===== src/rtl/sipo_deserializer.sv =====
// Serial-in/parallel-out receive stage: assembles MSB-first words from an
// enable-qualified bit stream and queues them in a small first-word-fall-through
// FIFO with a valid/ready handshake. Reports overruns and framing errors.
module sipo_deserializer #(
    parameter int unsigned WIDTH      = 8,
    parameter int unsigned FIFO_DEPTH = 2
) (
    input  logic                          clk,
    input  logic                          reset,
    input  logic                          enable,
    input  logic                          frame_start,
    input  logic                          serial_in,
    output logic [WIDTH-1:0]              data_out,
    output logic                          data_valid,
    input  logic                          data_ready,
    output logic [$clog2(FIFO_DEPTH):0]   level,
    output logic                          busy,
    output logic                          overrun,
    output logic                          frame_err,
    input  logic                          clear_err
);

    localparam int unsigned CNT_W = $clog2(WIDTH);
    localparam int unsigned PTR_W = $clog2(FIFO_DEPTH);
    localparam int unsigned LVL_W = PTR_W + 1;

    typedef enum logic {StIdle, StShift} state_t;

    state_t                 r_state;
    logic [CNT_W-1:0]       r_count;
    logic [WIDTH-1:0]       r_shift;
    logic [WIDTH-1:0]       r_mem [FIFO_DEPTH];
    logic [PTR_W-1:0]       r_wr_ptr;
    logic [PTR_W-1:0]       r_rd_ptr;
    logic [LVL_W-1:0]       r_level;
    logic                   r_overrun;
    logic                   r_frame_err;

    logic                   w_last_bit;
    logic                   w_push;
    logic                   w_pop;
    logic                   w_full;
    logic                   w_write;
    logic                   w_frame_restart;
    logic [WIDTH-1:0]       w_word;
    logic [WIDTH-1:0]       w_first;

    // The completing bit only pushes when it is not itself a new frame start.
    assign w_last_bit      = (r_count == CNT_W'(WIDTH - 1));
    assign w_frame_restart = (r_state == StShift) && enable && frame_start;
    assign w_push          = (r_state == StShift) && enable && !frame_start && w_last_bit;
    assign w_word          = {r_shift[WIDTH-2:0], serial_in};
    assign w_first         = {{(WIDTH-1){1'b0}}, serial_in};
    assign w_full          = (r_level == LVL_W'(FIFO_DEPTH));
    assign w_pop           = data_valid && data_ready;
    // A pop in the same cycle frees the slot, so a full FIFO still accepts the word.
    assign w_write         = w_push && (!w_full || w_pop);

    assign data_valid = (r_level != '0);
    assign data_out   = data_valid ? r_mem[r_rd_ptr] : '0;
    assign level      = r_level;
    assign busy       = (r_state == StShift);
    assign overrun    = r_overrun;
    assign frame_err  = r_frame_err;

    // Bit-collection FSM: shifter, bit counter and state.
    always_ff @(posedge clk) begin
        if (reset) begin
            r_state <= StIdle;
            r_count <= '0;
            r_shift <= '0;
        end else begin
            unique case (r_state)
                StIdle: begin
                    if (enable && frame_start) begin
                        r_shift <= w_first;
                        r_count <= CNT_W'(1);
                        r_state <= StShift;
                    end
                end
                StShift: begin
                    if (enable) begin
                        if (frame_start) begin
                            r_shift <= w_first;
                            r_count <= CNT_W'(1);
                        end else if (w_last_bit) begin
                            r_shift <= w_word;
                            r_count <= '0;
                            r_state <= StIdle;
                        end else begin
                            r_shift <= w_word;
                            r_count <= r_count + CNT_W'(1);
                        end
                    end
                end
                default: r_state <= StIdle;
            endcase
        end
    end

    // Output FIFO storage, pointers and occupancy.
    always_ff @(posedge clk) begin
        if (reset) begin
            r_wr_ptr <= '0;
            r_rd_ptr <= '0;
            r_level  <= '0;
        end else begin
            if (w_write) begin
                r_mem[r_wr_ptr] <= w_word;
                r_wr_ptr        <= r_wr_ptr + PTR_W'(1);
            end
            if (w_pop) begin
                r_rd_ptr <= r_rd_ptr + PTR_W'(1);
            end
            if (w_write && !w_pop) begin
                r_level <= r_level + LVL_W'(1);
            end else if (!w_write && w_pop) begin
                r_level <= r_level - LVL_W'(1);
            end
        end
    end

    // Sticky error flags; a new event wins over a simultaneous clear.
    always_ff @(posedge clk) begin
        if (reset) begin
            r_overrun   <= 1'b0;
            r_frame_err <= 1'b0;
        end else begin
            if (w_push && w_full && !w_pop) begin
                r_overrun <= 1'b1;
            end else if (clear_err) begin
                r_overrun <= 1'b0;
            end
            if (w_frame_restart) begin
                r_frame_err <= 1'b1;
            end else if (clear_err) begin
                r_frame_err <= 1'b0;
            end
        end
    end

endmodule


===== config.mk =====
export PLATFORM = sky130hd
export DESIGN_NAME = sipo_deserializer
export DESIGN_NICKNAME = d
export VERILOG_FILES = /design/src/rtl/sipo_deserializer.sv
export SDC_FILE = /design/constraint.sdc
export NUM_CORES = 1
export LEC_CHECK = 0
export BUFFER_PORTS_ARGS = -buffer_cell sky130_fd_sc_hd__buf_2
export CAP_MARGIN = 20
export CORE_ASPECT_RATIO = 1.25
export CORE_UTILIZATION = 55
export CTS_CLUSTER_DIAMETER = 80
export DETAILED_ROUTE_END_ITERATION = 10
export PLACE_DENSITY = 0.78
export REMOVE_ABC_BUFFERS = 1
export SLEW_MARGIN = 40
export SYNTH_ARGS = -nofsm -noshare
export SYNTH_HDL_FRONTEND = slang
export SYNTH_SLANG_ARGS = --single-unit
export TNS_END_PERCENT = 10

===== constraint.sdc =====
create_clock -name clk -period 4.75 [get_ports clk]
set_clock_uncertainty 0.2 [all_clocks]
set_input_delay 0.2375 -clock clk [delete_from_list [all_inputs] [get_ports clk]]
set_output_delay 0.2375 -clock clk [all_outputs]
set_load 0.005 [all_outputs]

==> results.cfg, run 1 <==
[status]
status = complete, no violations

[cells_and_area]
stdcell_area_sq_mm = 0.00153
multiInputGateArea_sq_um = 472
layout.cells.non_filler = 166
drive_gt1_frac = 0.237
area_growth_pct = 14.6
register_area_sq_um = 841
antenna_cells = 0
final_core_util = 0.679
final_common_cell = nor2_1
nNetsFinal = 144
mostFrequentLayoutCells = nor2_1, buf_2, dfxtp_1, edfxtp_1
n_fill_cell = 178

[routing]
drt_iter0_markers = 29
num_vias = 876
ant_nets = 0
wl_per_cell_microns = 12.7
avgViaCountPerCell = 5.28
wl_microns = 2100
drc = 0
drt_pass1_iterations = 4

[sta]
final.period_utilization = 0.455
setup_viol = 0
finalHoldViolCount = 0
worstMarginPinSlew_ns = 0.638
rsz0062_at_grt = false
max_freq_mhz = 462
layout_min_cycle_time_ns = 2.16
drv_slew = 0
max-slew-margin-rel = 0.573
fin_tns_setup_ns = 0

[global_route]
grt_pass1_wl_microns = 3390
grt_usage = 0.185
grt_max_degree = 22
antenna_found_initial = 0
overflow = 0
grt_pass1_vias = 774

[clock_network]
post_cts_buffers = 0
root_buffer = clkbuf_4
clk_pin_slew_ns = 0.10
htree_levels = 2
clkLatencyLatePin_ns = 0.32
cts_tree = yes
cts_sinks = 34
cts_buffer_depth = 2
cts_resized = 0
cts_inserted_buffers = 5

[floorplan]
die_y_microns = 57.1
io_pins = 21
die_w_microns = 46.1
start_util = 0.592
dieArea_sq_mm = 0.00263
core-area_sq_mm = 0.00226
num_rows = 19

[yosys]
ys_async_sr_fraction = 0
syn_area_per_cell_sq_um = 12.2
syn_area_sq_mm = 0.00134
synth_seq_cells = 34
synth_edf_count = 16
synth.yosys.seq_area_share = 0.629
syn_inst = 110
synth_cell_types = 23
synth_ff_type = dfxtp_1
yosys_warnings = 0

[placed_design]
place_hpwl_microns = 1470
gp_congestion = 0.696
numPortBuffers = 20
placed_cell_area_sq_mm = 0.00146
dp_cells = 157

[critical_path]
critPathSlowestCell = dfxtp_1
critPathLaunchType = register
crit_arrival_ns = 2.22
reg2reg_depth = 6
worstPathCellList = and3b_1, nand3b_4, inv_1, ha_1, or3_1, a21oi_1
r2r_end = level[1]$_SDFFE_PP0P_
timing.rr.start = busy$_SDFF_PP0_
path_delay_family = simple AND/OR/NAND/NOR gates
cp_num_buf_inv = 1
cp.required_ns = 4.80
path_max_fanout = 10
end_kind = register
r2r_slack_ns = 2.59
worst-setup-path-type = register to register
cpPeakStageDelay_ns = 0.44

[power_and_ir_drop]
peakVddDrop_uv = 258
leakagePower_nw = 0.655
power_density_mw_per_mm2 = 316
finalPower_mw = 0.485

[min_path]
hp-class = input pin to register
min_path_cells = 3
min_to = r_count[0]$_SDFFE_PP0P_
min-delay-start = enable

[flow_run]
drv_cap = 0
## synthesized netlist by cell type, types with 2 or more instances
| cell | n | area, sq um |
|---|---|---|
| a21oi_1 | 2 | 10.0 |
| nor3b_1 | 3 | 22.5 |
| nor2_1 | 25 | 93.8 |
| a22oi_1 | 9 | 67.6 |
| o21ai_0 | 3 | 15.0 |
| a32oi_1 | 2 | 17.5 |
| mux2i_1 | 9 | 90.1 |
| nand2_1 | 3 | 11.3 |
| inv_1 | 3 | 11.3 |
| clkbuf_1 | 2 | 7.51 |
| dfxtp_1 | 18 | 360 |
| xor2_1 | 3 | 26.3 |
| ha_1 | 3 | 37.5 |
| edfxtp_1 | 16 | 480 |
## state kept, by name, indices dropped and copies added (netlist names), named ones only
register and flops:
busy 1, frame_err 1, level 2, overrun 1
r_count 3, r_mem 16, r_rd_ptr 1, r_shift 7
r_wr_ptr 1
## metrics by stage
stage                     worst slack [ns]  hold WS (ns)
after floorplan                       2.56         0.107
after global placement                2.37         0.250
after detailed placement              2.61         0.247
after CTS                             2.56        0.0353
after global routing                  2.42        0.0400
final                                 2.59        0.0375
## worst max path at each step
stage                          from               endpoint  slack (ns)  cells past startpoint
finish              busy$_SDFF_PP0_  level[1]$_SDFFE_PP0P_        2.59                      6
global route        busy$_SDFF_PP0_  r_mem[1][5]$_DFFE_PP_        2.42                      3
CTS                 busy$_SDFF_PP0_  r_mem[1][5]$_DFFE_PP_        2.56                      3
detailed placement  busy$_SDFF_PP0_  r_mem[1][0]$_DFFE_PP_        2.61                      3
global placement    busy$_SDFF_PP0_  r_mem[1][6]$_DFFE_PP_        2.37                      3
floorplan           busy$_SDFF_PP0_  r_mem[1][0]$_DFFE_PP_        2.56                      3
## layer usage
layer | vias up | routed length (microns) | GRT usage
li1 | 441 | - | -
met1 | 400 | 928 | 0.217
met2 | 27 | 1020 | 0.292
met3 | 8 | 88 | 0.0665
met4 | 0 | 61 | 0.0924
met5 | - | 0 | 0
## timing repair
item,4_1_cts,5_1_grt
hold buffers,1,0
setup endpoints to repair,0,0
hold endpoints to repair,2,0
## worst min-delay path: stages
cell     delay (ns)
buf_2          0.14
o21ai_0        0.08
a21oi_1        0.06
## layout make-up
class / count / share of cell area
multi-input cells: 69 / 0.308
inverters: 3 / 0.00735
clock buffers: 7 / 0.0359
well taps: 31 / 0.0253
clock inverters: 1 / 0.00327
flip-flops and latches: 34 / 0.549
repair buffers: 21 / 0.0718
## power by group
| group | leakage [nW] | internal, mW | total (mW) | switching (mW) |
|---|---|---|---|---|
| Combinational | 0.322 | 0.00599 | 0.0155 | 0.00954 |
| Sequential | 0.297 | 0.306 | 0.308 | 0.00227 |
| Clock | 0.0353 | 0.0717 | 0.161 | 0.0890 |
| Total | 0.655 | 0.384 | 0.485 | 0.101 |
## cell families after synthesis
kind of cell | count (synthesis) | synth area share
XOR/XNOR | 3 | 0.0196
adder cells (fa/ha/maj) | 3 | 0.0281
AND/OR/NAND/NOR | 36 | 0.130
flip-flops | 34 | 0.629
AO/OA/AOI/OAI | 17 | 0.0889
buffers and inverters | 7 | 0.0262
multiplexers | 10 | 0.0786
No activity file was read; power rests on OpenSTA's default activity.
==> run 2: changes to the inputs <==
Settings changed: CORE_UTILIZATION 55 to 49, PLACE_DENSITY 0.78 to 0.73.
Clock period 4.75 ns to 1.9 ns, I/O delays scaled along.
==> run 2 against run 1 <==
Global-route usage fell by 1.4 points. Non-clock buffer count rose by 16. Utilization fell by 1.2 points. Setup slack got worse by 2.6 ns. Final area rose by 8.9%. Total power rose by 140%. Worst hold slack improved by 0.24 ns. Routed wire length rose by 3.4%. Register-to-register slack got worse by 2.5 ns. Via count rose by 8.9%. Count of clock-buffer cells in the layout fell by 1. Highest routed layer unchanged.
==> results.cfg, run 2 (synthesis gave the netlist of run 1 again) <==
[status]
status = complete, no violations

[clock_network]
cts_tree = yes
cts_buffer_depth = 2
cts_sinks = 34
cts_inserted_buffers = 5
clkLatencyLatePin_ns = 0.33
htree_levels = 2
clk_pin_slew_ns = 0.10
post_cts_buffers = 0
root_buffer = clkbuf_4

[sta]
drv_slew = 0
max_freq_mhz = 535
finalHoldViolCount = 0
setup_viol = 0
hold_ws_ns = 0.274
final.period_utilization = 0.984
worstMarginPinSlew_ns = 0.450
layout_min_cycle_time_ns = 1.87
rsz0062_at_grt = false
max-slew-margin-rel = 0.700

[routing]
drc = 0
ant_nets = 0
drt_pass1_iterations = 4
wl_microns = 2170
wl_per_cell_microns = 11.8
drt_iter0_markers = 21
num_vias = 954
avgViaCountPerCell = 5.18

[global_route]
grt_pass1_vias = 886
grt_usage = 0.171
met3_usage = 0.0602
use_met2 = 0.335
overflow = 0
top_usage_layer = met2
grt_pass1_wl_microns = 3610
grt_max_degree = 22
antenna_found_initial = 0
grtUsageMet1 = 0.157

[floorplan]
core-area_sq_mm = 0.00250
dieArea_sq_mm = 0.00294
start_util = 0.535
num_rows = 20
die_w_microns = 48.7
io_pins = 21
die_y_microns = 60.4

[min_path]
hp-class = register to register

[power_and_ir_drop]
leakagePower_nw = 0.722
power_density_mw_per_mm2 = 707
finalPower_mw = 1.18
peakVddDrop_uv = 433

[cells_and_area]
layout.cells.non_filler = 184
final_common_cell = nor2_1
multiInputGateArea_sq_um = 483
top_register = r_mem
nNetsFinal = 160
largest_reg_flops = 16
n_fill_cell = 207
mostFrequentLayoutCells = nor2_1, buf_2, dfxtp_1, edfxtp_1, buf_4
area_growth_pct = 24.8
antenna_cells = 0
register_area_sq_um = 841
drive_gt1_frac = 0.291
largestRegisters = r_mem (16), r_shift (7), r_count (3)

[placed_design]
place_hpwl_microns = 1570
dp_cells = 170
numPortBuffers = 20
gp_congestion = 0.690

[critical_path]
worstPathCellList = dlygate4sd3_1, buf_2, and3b_2, nand3b_4, inv_1, ha_4, or3_1, a21oi_1
crit_arrival_ns = 1.94
cp-startpoint = frame_start
crit_end = level[1]$_SDFFE_PP0P_
worst-setup-path-type = input pin to register
cp.required_ns = 1.97
reg2reg_depth = 8
end_kind = register
cp_num_buf_inv = 3
path_max_fanout = 5
cpPeakStageDelay_ns = 0.53
r2r_end = level[1]$_SDFFE_PP0P_
critPathLaunchType = input pin
r2r_slack_ns = 0.04
timing.rr.start = r_count[0]$_SDFFE_PP0P_
cp.depth = 8
path_delay_family = buffers and inverters
critPathSlowestCell = dlygate4sd3_1

[flow_run]
drv_cap = 0
[run 2: metal layers]
metal	part of all wire	vias up	routed length, microns
li1	-	475	-
met5	0	-	0
met4	0.019	0	42
met2	0.53	25	1150
met3	0.042	6	91
met1	0.41	448	883
[run 2: worst min-delay path by stage]
stage                             from                    end  slack, ns  cells after the start
2_1_floorplan                    reset  level[1]$_SDFFE_PP0P_      -0.04                      1
3_3_place_gp                 serial_in  r_mem[0][0]$_DFFE_PP_       0.11                      1
3_5_place_dp                 serial_in  r_mem[0][0]$_DFFE_PP_       0.11                      1
4_1_cts        r_shift[6]$_SDFFE_PP0P_  r_mem[0][7]$_DFFE_PP_       0.28                      0
5_1_grt        r_shift[6]$_SDFFE_PP0P_  r_mem[1][7]$_DFFE_PP_       0.29                      0
6_report       r_shift[6]$_SDFFE_PP0P_  r_mem[1][7]$_DFFE_PP_       0.27                      0
[run 2: cell type report]
class                   instances  area share
flip-flops and latches         34       0.504
multi-input cells              69       0.289
repair buffers                 37       0.145
clock buffers                   6      0.0247
well taps                      33      0.0247
inverters                       3     0.00675
clock inverters                 2     0.00525
[run 2: report_power, final]
| part | switching, mW | internal [mW] |
|---|---|---|
| registers | 0.00322 | 0.765 |
| logic | 0.0282 | 0.0262 |
| clock network | 0.219 | 0.139 |
[run 2: metrics by stage]
step	TNS, ns	utilization	cell area (sq um)	setup slack [ns]
6_report	0	0.667	1670	0.0300
5_1_grt	0	0.667	1670	0.000486
4_1_cts	0	0.667	1670	0.0205
3_5_place_dp	-0.0458	0.615	1540	-0.0458
3_3_place_gp	0	0.615	1540	0.0163
2_1_floorplan	-4.09	-	1310	-0.292
[run 2: timing repair]
item                                    in CTS  in global routing
hold buffers                                 6                  0
hold endpoints to repair                    19                  0
endpoints found under the setup margin       1                  5
gates resized for setup                      4                  1
==> run 3: changes to the inputs <==
Settings changed: CELL_PAD_IN_SITES_DETAIL_PLACEMENT from default to 1, CELL_PAD_IN_SITES_GLOBAL_PLACEMENT from default to 2, CORE_UTILIZATION 49 to 33, PLACE_DENSITY 0.73 to default, PLACE_DENSITY_LB_ADDON from default to 0.1.
==> run 3 against run 2 <==
Sequential power about the same. Count of clock-buffer cells in the layout unchanged. Setup slack better by 0.047 ns. Final area up 4.3%. Clock power up 37%. Non-clock buffer count unchanged. Critical path type is now register to register.
==> results.cfg, run 3 (synthesis gave the netlist of run 1 again) <==
[min_path]
min-delay-start = reset
hp-class = input pin to register
min_to = r_wr_ptr$_SDFFE_PP0N_
min_path_cells = 3

[cells_and_area]
antenna_cells = 0
area_growth_pct = 30.2
final_common_cell = nor2_1
final_core_util = 0.456
mostFrequentLayoutCells = nor2_1, buf_2, dfxtp_1, edfxtp_1, buf_4
largest_reg_flops = 16
largestRegisters = r_mem (16), r_shift (7), r_count (3)
top_register = r_mem
drive_gt1_frac = 0.318
nNetsFinal = 160

[sta]
drv_slew = 0
rsz0062_at_grt = false
finalHoldViolCount = 0
worstMarginPinSlew_ns = 0.460
max_freq_mhz = 549
setup_viol = 0
final.period_utilization = 0.959
layout_min_cycle_time_ns = 1.82
max-slew-margin-rel = 0.693
finalWorstSetupSlack_ns = 0.0771
fin_tns_setup_ns = 0

[clock_network]
cts_sinks = 34
post_cts_buffers = 0
clkLatencyLatePin_ns = 0.28
clk_pin_slew_ns = 0.06
cts_buffer_depth = 2
cts_tree = yes
root_buffer = clkbuf_8
htree_levels = 2
cts_inserted_buffers = 5

[routing]
wl_microns = 2610
wl_met2_microns = 1390
num_vias = 955
wl_per_cell_microns = 12.7
met1_length_microns = 1040
drt_iter0_markers = 6
routed.top_layer = met4
ant_nets = 0
drt_pass1_iterations = 4
drc = 0
avgViaCountPerCell = 4.66
wl_met3_microns = 117

[critical_path]
crit_arrival_ns = 1.84
reg2reg_depth = 8
worst-setup-path-type = register to register
cp.required_ns = 1.92
timing.rr.start = r_count[0]$_SDFFE_PP0P_
end_kind = register
r2r_end = level[1]$_SDFFE_PP0P_
path_max_fanout = 2
critPathLaunchType = register
r2r_slack_ns = 0.08

[placed_design]
place_hpwl_microns = 1920
dpl_worst_slack_ns = -0.0231
numPortBuffers = 20
gp_congestion = 0.756

[floorplan]
die_y_microns = 73.2
dieArea_sq_mm = 0.00431
io_pins = 21
core-area_sq_mm = 0.00382
start_util = 0.350
die_w_microns = 58.9
num_rows = 25

[power_and_ir_drop]
peakVddDrop_uv = 337
leakagePower_nw = 0.736
power_density_mw_per_mm2 = 754
finalPower_mw = 1.31

[global_route]
grt_pass1_wl_microns = 4310
antenna_found_initial = 0
grt_pass1_vias = 985
grt_max_degree = 18
overflow = 0
grt_usage = 0.139

[flow_run]
drv_cap = 0

[status]
status = complete, no violations
[run 3: cell types whose count changed in the layout (fill, tap and decap cells not counted), sizes merged]
cell,previous run,this run
dlygate4sd3,6,4
buf,31,33
[run 3: critical path, cell delays in order, from the launching register on]
cell,delay [ns]
dfxtp_1,0.31
ha_2,0.19
ha_4,0.17
nand3b_4,0.07
inv_1,0.06
ha_4,0.15
xor2_1,0.15
or3_4,0.33
a21oi_2,0.12
[run 3: worst max-delay path by stage]
stage	startpoint	end	slack, ns	cells past startpoint
after global routing	r_count[1]$_SDFFE_PP0P_	r_mem[1][4]$_DFFE_PP_	0.008	6
after detailed placement	r_count[0]$_SDFFE_PP0P_	level[1]$_SDFFE_PP0P_	-0.02	7
after floorplan	busy$_SDFF_PP0_	r_mem[1][0]$_DFFE_PP_	-0.29	3
after CTS	r_count[0]$_SDFFE_PP0P_	level[1]$_SDFFE_PP0P_	0.008	7
after global placement	r_count[0]$_SDFFE_PP0P_	level[1]$_SDFFE_PP0P_	0.04	7
final	r_count[0]$_SDFFE_PP0P_	level[1]$_SDFFE_PP0P_	0.08	8
[run 3: cell type report]
cell class,count,area (sq um)
Clock buffer,6,72.6
Clock inverter,2,8.76
Fill cell,444,2070
Inverter,3,11.3
Multi-Input combinational cell,69,503
Sequential cell,34,841
Tap cell,54,67.6
Timing Repair Buffer,37,238
[run 3: metrics by stage]
stage	area, sq um	hold WS [ns]	std cells
after floorplan	1310	-0.0359	106
after global placement	1580	0.102	193
after detailed placement	1580	0.110	193
after CTS	1710	0.00909	205
after global routing	1740	0.0384	205
final	1740	0.0158	205
[run 3: power by group]
group / total, mW / internal, mW / switching (mW)
clock network: 0.489 / 0.251 / 0.238
registers: 0.769 / 0.766 / 0.00315
logic: 0.0550 / 0.0250 / 0.0300
[run 3: timing repair]
action | 4_1_cts | 5_1_grt
endpoints found under the hold margin | 7 | 0
resized for setup | 2 | 6
hold buffers | 4 | 0
pin swaps | 1 | 0
endpoints found under the setup margin | 1 | 8
[run 3: metal layers]
layer / GRT usage / up-vias
met1: 0.130 / 455
met3: 0.0443 / 6
met2: 0.264 / 23
li1: - / 471
met5: 0 / -
met4: 0.0714 / 0
